$ cat src/rtl/text_line_renderer_if.sv
// ============================================================================
// Module      : text_line_renderer_if
// Description : Scanline request, glyph ROM and pixel stream signals of the
//               text line renderer.
// Revision    : 1.0 - initial release
// ============================================================================
`default_nettype none

interface text_line_renderer_if #(
    parameter int NUM_CHARS = 8
);
    logic                   LINE_START;
    logic [3:0]             GLYPH_ROW;
    logic [4*NUM_CHARS-1:0] CHAR_CODES;
    logic [7:0]             FONT_ADDR;
    logic [7:0]             FONT_DATA;
    logic                   FETCH_BUSY;
    logic                   LINE_READY;
    logic                   PIXEL_EN;
    logic                   PIXEL_ON;
    logic                   LINE_DONE;

    modport master (
        output LINE_START, GLYPH_ROW, CHAR_CODES, FONT_DATA, PIXEL_EN,
        input  FONT_ADDR, FETCH_BUSY, LINE_READY, PIXEL_ON, LINE_DONE
    );

    modport slave (
        input  LINE_START, GLYPH_ROW, CHAR_CODES, FONT_DATA, PIXEL_EN,
        output FONT_ADDR, FETCH_BUSY, LINE_READY, PIXEL_ON, LINE_DONE
    );
endinterface

`default_nettype wire

$ cat src/rtl/text_line_renderer.sv
// ============================================================================
// Module      : text_line_renderer
// Description : Fetches one glyph row per character into a line buffer, then
//               shifts the scanline out one pixel per PIXEL_EN.
// Revision    : 1.0 - initial release
// ============================================================================
`default_nettype none

module text_line_renderer #(
    parameter int NUM_CHARS = 8
) (
    input  wire logic           Clk,
    input  wire logic           Reset,
    text_line_renderer_if.slave bus
);

    localparam int IW   = (NUM_CHARS > 1) ? $clog2(NUM_CHARS) : 1;
    localparam int NPIX = 8 * NUM_CHARS;
    localparam int PW   = $clog2(NPIX);

    localparam logic [IW-1:0] LAST_IDX = IW'(NUM_CHARS - 1);
    localparam logic [PW-1:0] LAST_PIX = PW'(NPIX - 1);

    typedef enum logic [1:0] {
        ST_IDLE  = 2'd0,
        ST_FETCH = 2'd1,
        ST_READY = 2'd2
    } state_t;

    state_t          state_q;
    logic [IW-1:0]   idx_q;
    logic [PW-1:0]   pix_q;
    logic [7:0]      buf_q   [NUM_CHARS];
    logic [3:0]      codes_q [NUM_CHARS];
    logic [3:0]      row_q;
    logic            done_q;

    logic [IW-1:0]   pix_char_w;
    logic [2:0]      pix_bit_w;
    logic            last_pix_w;

    assign pix_char_w = IW'(pix_q >> 3);
    assign pix_bit_w  = 3'd7 - pix_q[2:0];
    assign last_pix_w = (state_q == ST_READY) && bus.PIXEL_EN && (pix_q == LAST_PIX);

    always_ff @(posedge Clk) begin
        if (Reset) begin
            state_q <= ST_IDLE;
            idx_q   <= '0;
            pix_q   <= '0;
            row_q   <= 4'h0;
            done_q  <= 1'b0;
            for (int i = 0; i < NUM_CHARS; i++) begin
                buf_q[i]   <= 8'h00;
                codes_q[i] <= 4'hF;
            end
        end else begin
            done_q <= last_pix_w;
            // A new request wins in every state, including on the last pixel.
            if (bus.LINE_START) begin
                state_q <= ST_FETCH;
                idx_q   <= '0;
                row_q   <= bus.GLYPH_ROW;
                for (int i = 0; i < NUM_CHARS; i++) begin
                    codes_q[i] <= bus.CHAR_CODES[4*i +: 4];
                end
            end else begin
                case (state_q)
                    ST_FETCH: begin
                        buf_q[idx_q] <= bus.FONT_DATA;
                        if (idx_q == LAST_IDX) begin
                            state_q <= ST_READY;
                            idx_q   <= '0;
                            pix_q   <= '0;
                        end else begin
                            idx_q <= idx_q + 1'b1;
                        end
                    end
                    ST_READY: begin
                        if (bus.PIXEL_EN) begin
                            if (pix_q == LAST_PIX) begin
                                state_q <= ST_IDLE;
                            end else begin
                                pix_q <= pix_q + 1'b1;
                            end
                        end
                    end
                    ST_IDLE: begin
                        state_q <= ST_IDLE;
                    end
                    default: begin
                        state_q <= ST_IDLE;
                    end
                endcase
            end
        end
    end

    assign bus.FONT_ADDR  = (state_q == ST_FETCH) ? {codes_q[idx_q], row_q} : {4'hF, row_q};
    assign bus.FETCH_BUSY = (state_q == ST_FETCH);
    assign bus.LINE_READY = (state_q == ST_READY);
    assign bus.PIXEL_ON   = (state_q == ST_READY) && buf_q[pix_char_w][pix_bit_w];
    assign bus.LINE_DONE  = done_q;

endmodule

`default_nettype wire

$ cat src/flat_wrapper.sv
// flat-port wrapper written by rule: the top's interface ports become plain ports
module text_line_renderer_flat 
#(
    parameter int NUM_CHARS = 8
)
  (Clk, Reset, bus_LINE_START, bus_GLYPH_ROW, bus_CHAR_CODES, bus_FONT_DATA, bus_PIXEL_EN, bus_FONT_ADDR, bus_FETCH_BUSY, bus_LINE_READY, bus_PIXEL_ON, bus_LINE_DONE);
  text_line_renderer_if #(.NUM_CHARS(NUM_CHARS)) bus_i ();
  input  wire logic Clk;
  input  wire logic Reset;
  input wire logic [$bits(bus_i.LINE_START)-1:0] bus_LINE_START;
  input wire logic [$bits(bus_i.GLYPH_ROW)-1:0] bus_GLYPH_ROW;
  input wire logic [$bits(bus_i.CHAR_CODES)-1:0] bus_CHAR_CODES;
  input wire logic [$bits(bus_i.FONT_DATA)-1:0] bus_FONT_DATA;
  input wire logic [$bits(bus_i.PIXEL_EN)-1:0] bus_PIXEL_EN;
  output wire logic [$bits(bus_i.FONT_ADDR)-1:0] bus_FONT_ADDR;
  output wire logic [$bits(bus_i.FETCH_BUSY)-1:0] bus_FETCH_BUSY;
  output wire logic [$bits(bus_i.LINE_READY)-1:0] bus_LINE_READY;
  output wire logic [$bits(bus_i.PIXEL_ON)-1:0] bus_PIXEL_ON;
  output wire logic [$bits(bus_i.LINE_DONE)-1:0] bus_LINE_DONE;
  assign bus_i.LINE_START = bus_LINE_START;
  assign bus_i.GLYPH_ROW = bus_GLYPH_ROW;
  assign bus_i.CHAR_CODES = bus_CHAR_CODES;
  assign bus_i.FONT_DATA = bus_FONT_DATA;
  assign bus_i.PIXEL_EN = bus_PIXEL_EN;
  assign bus_FONT_ADDR = bus_i.FONT_ADDR;
  assign bus_FETCH_BUSY = bus_i.FETCH_BUSY;
  assign bus_LINE_READY = bus_i.LINE_READY;
  assign bus_PIXEL_ON = bus_i.PIXEL_ON;
  assign bus_LINE_DONE = bus_i.LINE_DONE;
  text_line_renderer #(.NUM_CHARS(NUM_CHARS)) u_core (.Clk(Clk), .Reset(Reset), .bus(bus_i));
endmodule
$ cat config.mk
export PLATFORM = sky130hd
export DESIGN_NAME = text_line_renderer_flat
export DESIGN_NICKNAME = d
export VERILOG_FILES = /design/src/rtl/text_line_renderer_if.sv /design/src/rtl/text_line_renderer.sv /design/src/flat_wrapper.sv
export SDC_FILE = /design/constraint.sdc
export NUM_CORES = 1
export LEC_CHECK = 0
export BUFFER_PORTS_ARGS = -buffer_cell sky130_fd_sc_hd__buf_2
export CAP_MARGIN = 20
export CORE_UTILIZATION = 50
export DETAILED_ROUTE_END_ITERATION = 7
export PLACE_DENSITY = 0.7
export REMOVE_ABC_BUFFERS = 1
export SLEW_MARGIN = 20
export SYNTH_ARGS = -nofsm -noshare
export SYNTH_HDL_FRONTEND = slang
export SYNTH_SLANG_ARGS = --single-unit
$ cat constraint.sdc
create_clock -name Clk -period 3.2 [get_ports Clk]
set_input_delay 0.48 -clock Clk [delete_from_list [all_inputs] [get_ports Clk]]
set_output_delay 0.48 -clock Clk [all_outputs]
set_load 0.05 [all_outputs]
==> run metrics <==
Detailed Place HPWL=7290 um; first-pass GRT wire length=17,500 um; Top FF cell, synth=edfxtp_1; startpoint types=flop; postcts setup bufs=0; RSZ-0062 raised after global routing=no; WHS=0.209 ns; GR Overflow Total=0; ratio of cells with drive above 1 in the final layout=27.6%; count of state elements after synthesis=118; synthesis-to-finish area growth=19.0%; actual slew at the worst max-slew pin=0.597 ns; Slew headroom=60.2%; row count=37; top-count cell post-synth=edfxtp_1; EDFF count, synth=96; CP required=2.72 ns; Nets=500; initial antenna violation count=0; mapped cell area=5330 sq um; Hold Vio Cnt, Final=0; worst r2r path cells=6; Core ar.=10,300 sq um; final core utilization=61.4%; peak supply drop=338 uV; Slew Limit Fails=0; top cells by count, synth=96 x edfxtp_1, 65 x and2_1, 29 x nor2_1; fraction of registers with async set/reset=0%; CP Capture Type=output pin; pwr/cell area=578 nW/um^2; setup slack, reg-to-reg=0.85 ns; worst r2r src=u_core.state_q[1]$_SDFFE_PP0P_; Yosys cell types=35; Worst Setup Slack, final=0.154 ns; CP cell instances=mux4_1, mux2i_1, nor3_1, a311oi_1, o41ai_1, buf_2; HP Start=bus_GLYPH_ROW[3]; Vias=3,189; sequential area share after synthesis=62.4%; I/O Pins=60; critical path class=reg -> out; Wirelength per Cell=18.3 um; final WL=10,900 um; deepest clock path buffer count=2; die height=105 um; number of synthesis warnings=0; CTS HTree Levels=4; CP max stage delay=0.61 ns; worst hold stages=3; Initial Utilization=51.6%; Iter 0 DRT Violations=298; Die Area=11,100 sq um; total track usage=21.8%; CTS tree=done; post-place instance area=5800 sq um; post-place setup slack=0.608 ns; synth top area cells=edfxtp_1 54%, dfxtp_1 8.3%, mux4_2 8.0%; Arr. time, crit path=2.57 ns; status=finished, final reports clean; post-synth top area cell=edfxtp_1; Clock Latency Late Sink=0.51 ns; clk_skew=0.0119 ns; fin crit share=95.2%; Clock Root Buffer=clkbuf_8; HP Class=in -> reg; final instance area=6340 sq um; maxcap violations=0; Worst-path clk slew=0.05 ns; IO Port Bufs=59; minimum clock period=3.05 ns; FMAX=0.328 GHz; worst r2r dst=u_core.buf_q[5][2]$_SDFFCE_PN0P_; Max Fanout on Critical Path=6; Pleak=2.38 nW; Crit-path slowest cell=mux4_1; gp weighted congestion=0.801; Avg Cell Area, Syn=14.4 sq um; largest net degree at the start of global routing=36; Final ANT Viol Nets=0; vias per cell=5.35; clk sink count=118; Residual DRC=0; Hold EP=u_core.row_q[3]$_SDFFE_PP0P_; Yosys top cell area share=54.1%; CTS buffer count=17; number of global-route vias before repair=3,302; Post-Syn Instances=371; Antenna Cells=0; Power, Total=3.66 mW; final setup vio count=0; 1st-pass router iterations=5; Die W=105 um
[through the flow]
| stage | cells | TNS [ns] |
|---|---|---|
| 2_1_floorplan | 355 | -0.262 |
| 3_3_place_gp | 564 | 0 |
| 3_5_place_dp | 564 | 0 |
| 4_1_cts | 596 | 0 |
| 5_1_grt | 596 | 0 |
| 6_report | 596 | 0 |
[cell usage in the layout (no fill, tap or decap), types with 2 or more instances in the layout]
cell type	netlist	routed
and2_1	65	65
and3_1	3	3
buf_2	6	59
buf_4	1	14
bufinv_16	0	2
clkbuf_1	6	2
clkbuf_16	0	16
clkinv_1	0	5
clkinv_2	0	4
clkinvlp_4	0	2
dfxtp_1	22	21
edfxtp_1	96	96
ha_1	5	5
inv_1	6	6
mux2i_1	18	18
mux4_1	5	5
mux4_2	19	19
nand2_1	11	11
nand2b_1	26	26
nand3_1	8	8
nand3b_1	2	2
nor2_1	29	29
nor2b_1	2	2
nor3_1	6	6
or2_1	8	8
or2_2	8	8
xor2_1	4	4
[kinds of logic after synthesis]
group                      synth area share (%)
DFF                                        62.4
muxes                                      13.9
buffers and inverters                      2.19
adders and majority gates                  1.17
and+or+nand+nor                            17.9
AOI/OAI and AO/OA                          1.83
xor gates and xnor gates                  0.658
[worst max path at each step]
stage / from / end / slack [ns]
floorplan: flop / bus_PIXEL_ON / -0.26
finish: flop / bus_PIXEL_ON / 0.15
global route: flop / bus_PIXEL_ON / 0.004
CTS: flop / bus_PIXEL_ON / 0.03
global placement: flop / bus_PIXEL_ON / 0.65
detailed placement: flop / bus_PIXEL_ON / 0.61
[report_power, final]
group	total (mW)	switching (mW)	leakage (nW)	internal (mW)
logic	0.198	0.115	0.979	0.0828
registers	1.76	0.0245	1.14	1.73
clock network	1.71	0.623	0.259	1.08
total	3.66	0.762	2.38	2.90
[per-layer routing]
metal / up-vias / wire length, um / GRT usage [%]
met1: 1578 / 4680 / 28.3
met5: - / 0 / 0
met2: 97 / 5390 / 34.0
met3: 11 / 659 / 6.74
met4: 0 / 165 / 9.15
li1: 1503 / - / -
[worst max-delay path: cells and delay by family, from the launching register on]
family	cells	cell delay (ns)
AO/OA/AOI/OAI	2	0.52
buffers and inverters	1	0.22
flip-flops	1	0.47
multiplexers	2	0.77
AND/OR/NAND/NOR	1	0.06
[repair_timing]
item                       4_1_cts  5_1_grt
hold buffers                     0        0
setup endpoints to repair        0        1
gates resized for setup          0        1
[state kept, by name (all words and copies together) (netlist names), named ones only]
name	flops
u_core.buf_q	64
u_core.bus.LINE_DONE	1
u_core.codes_q	32
u_core.idx_q	3
u_core.pix_q	6
u_core.row_q	4
u_core.state_q	2
[layout make-up]
class / instances / area [sq um]
fillers: 784 / 3990
flip-flops and latches: 118 / 3320
multi-input cells: 231 / 1890
clock buffers: 19 / 422
repair buffers: 73 / 400
well taps: 136 / 170
clock inverters: 13 / 114
inverters: 6 / 22.5
No activity file was read; power rests on OpenSTA's default activity.
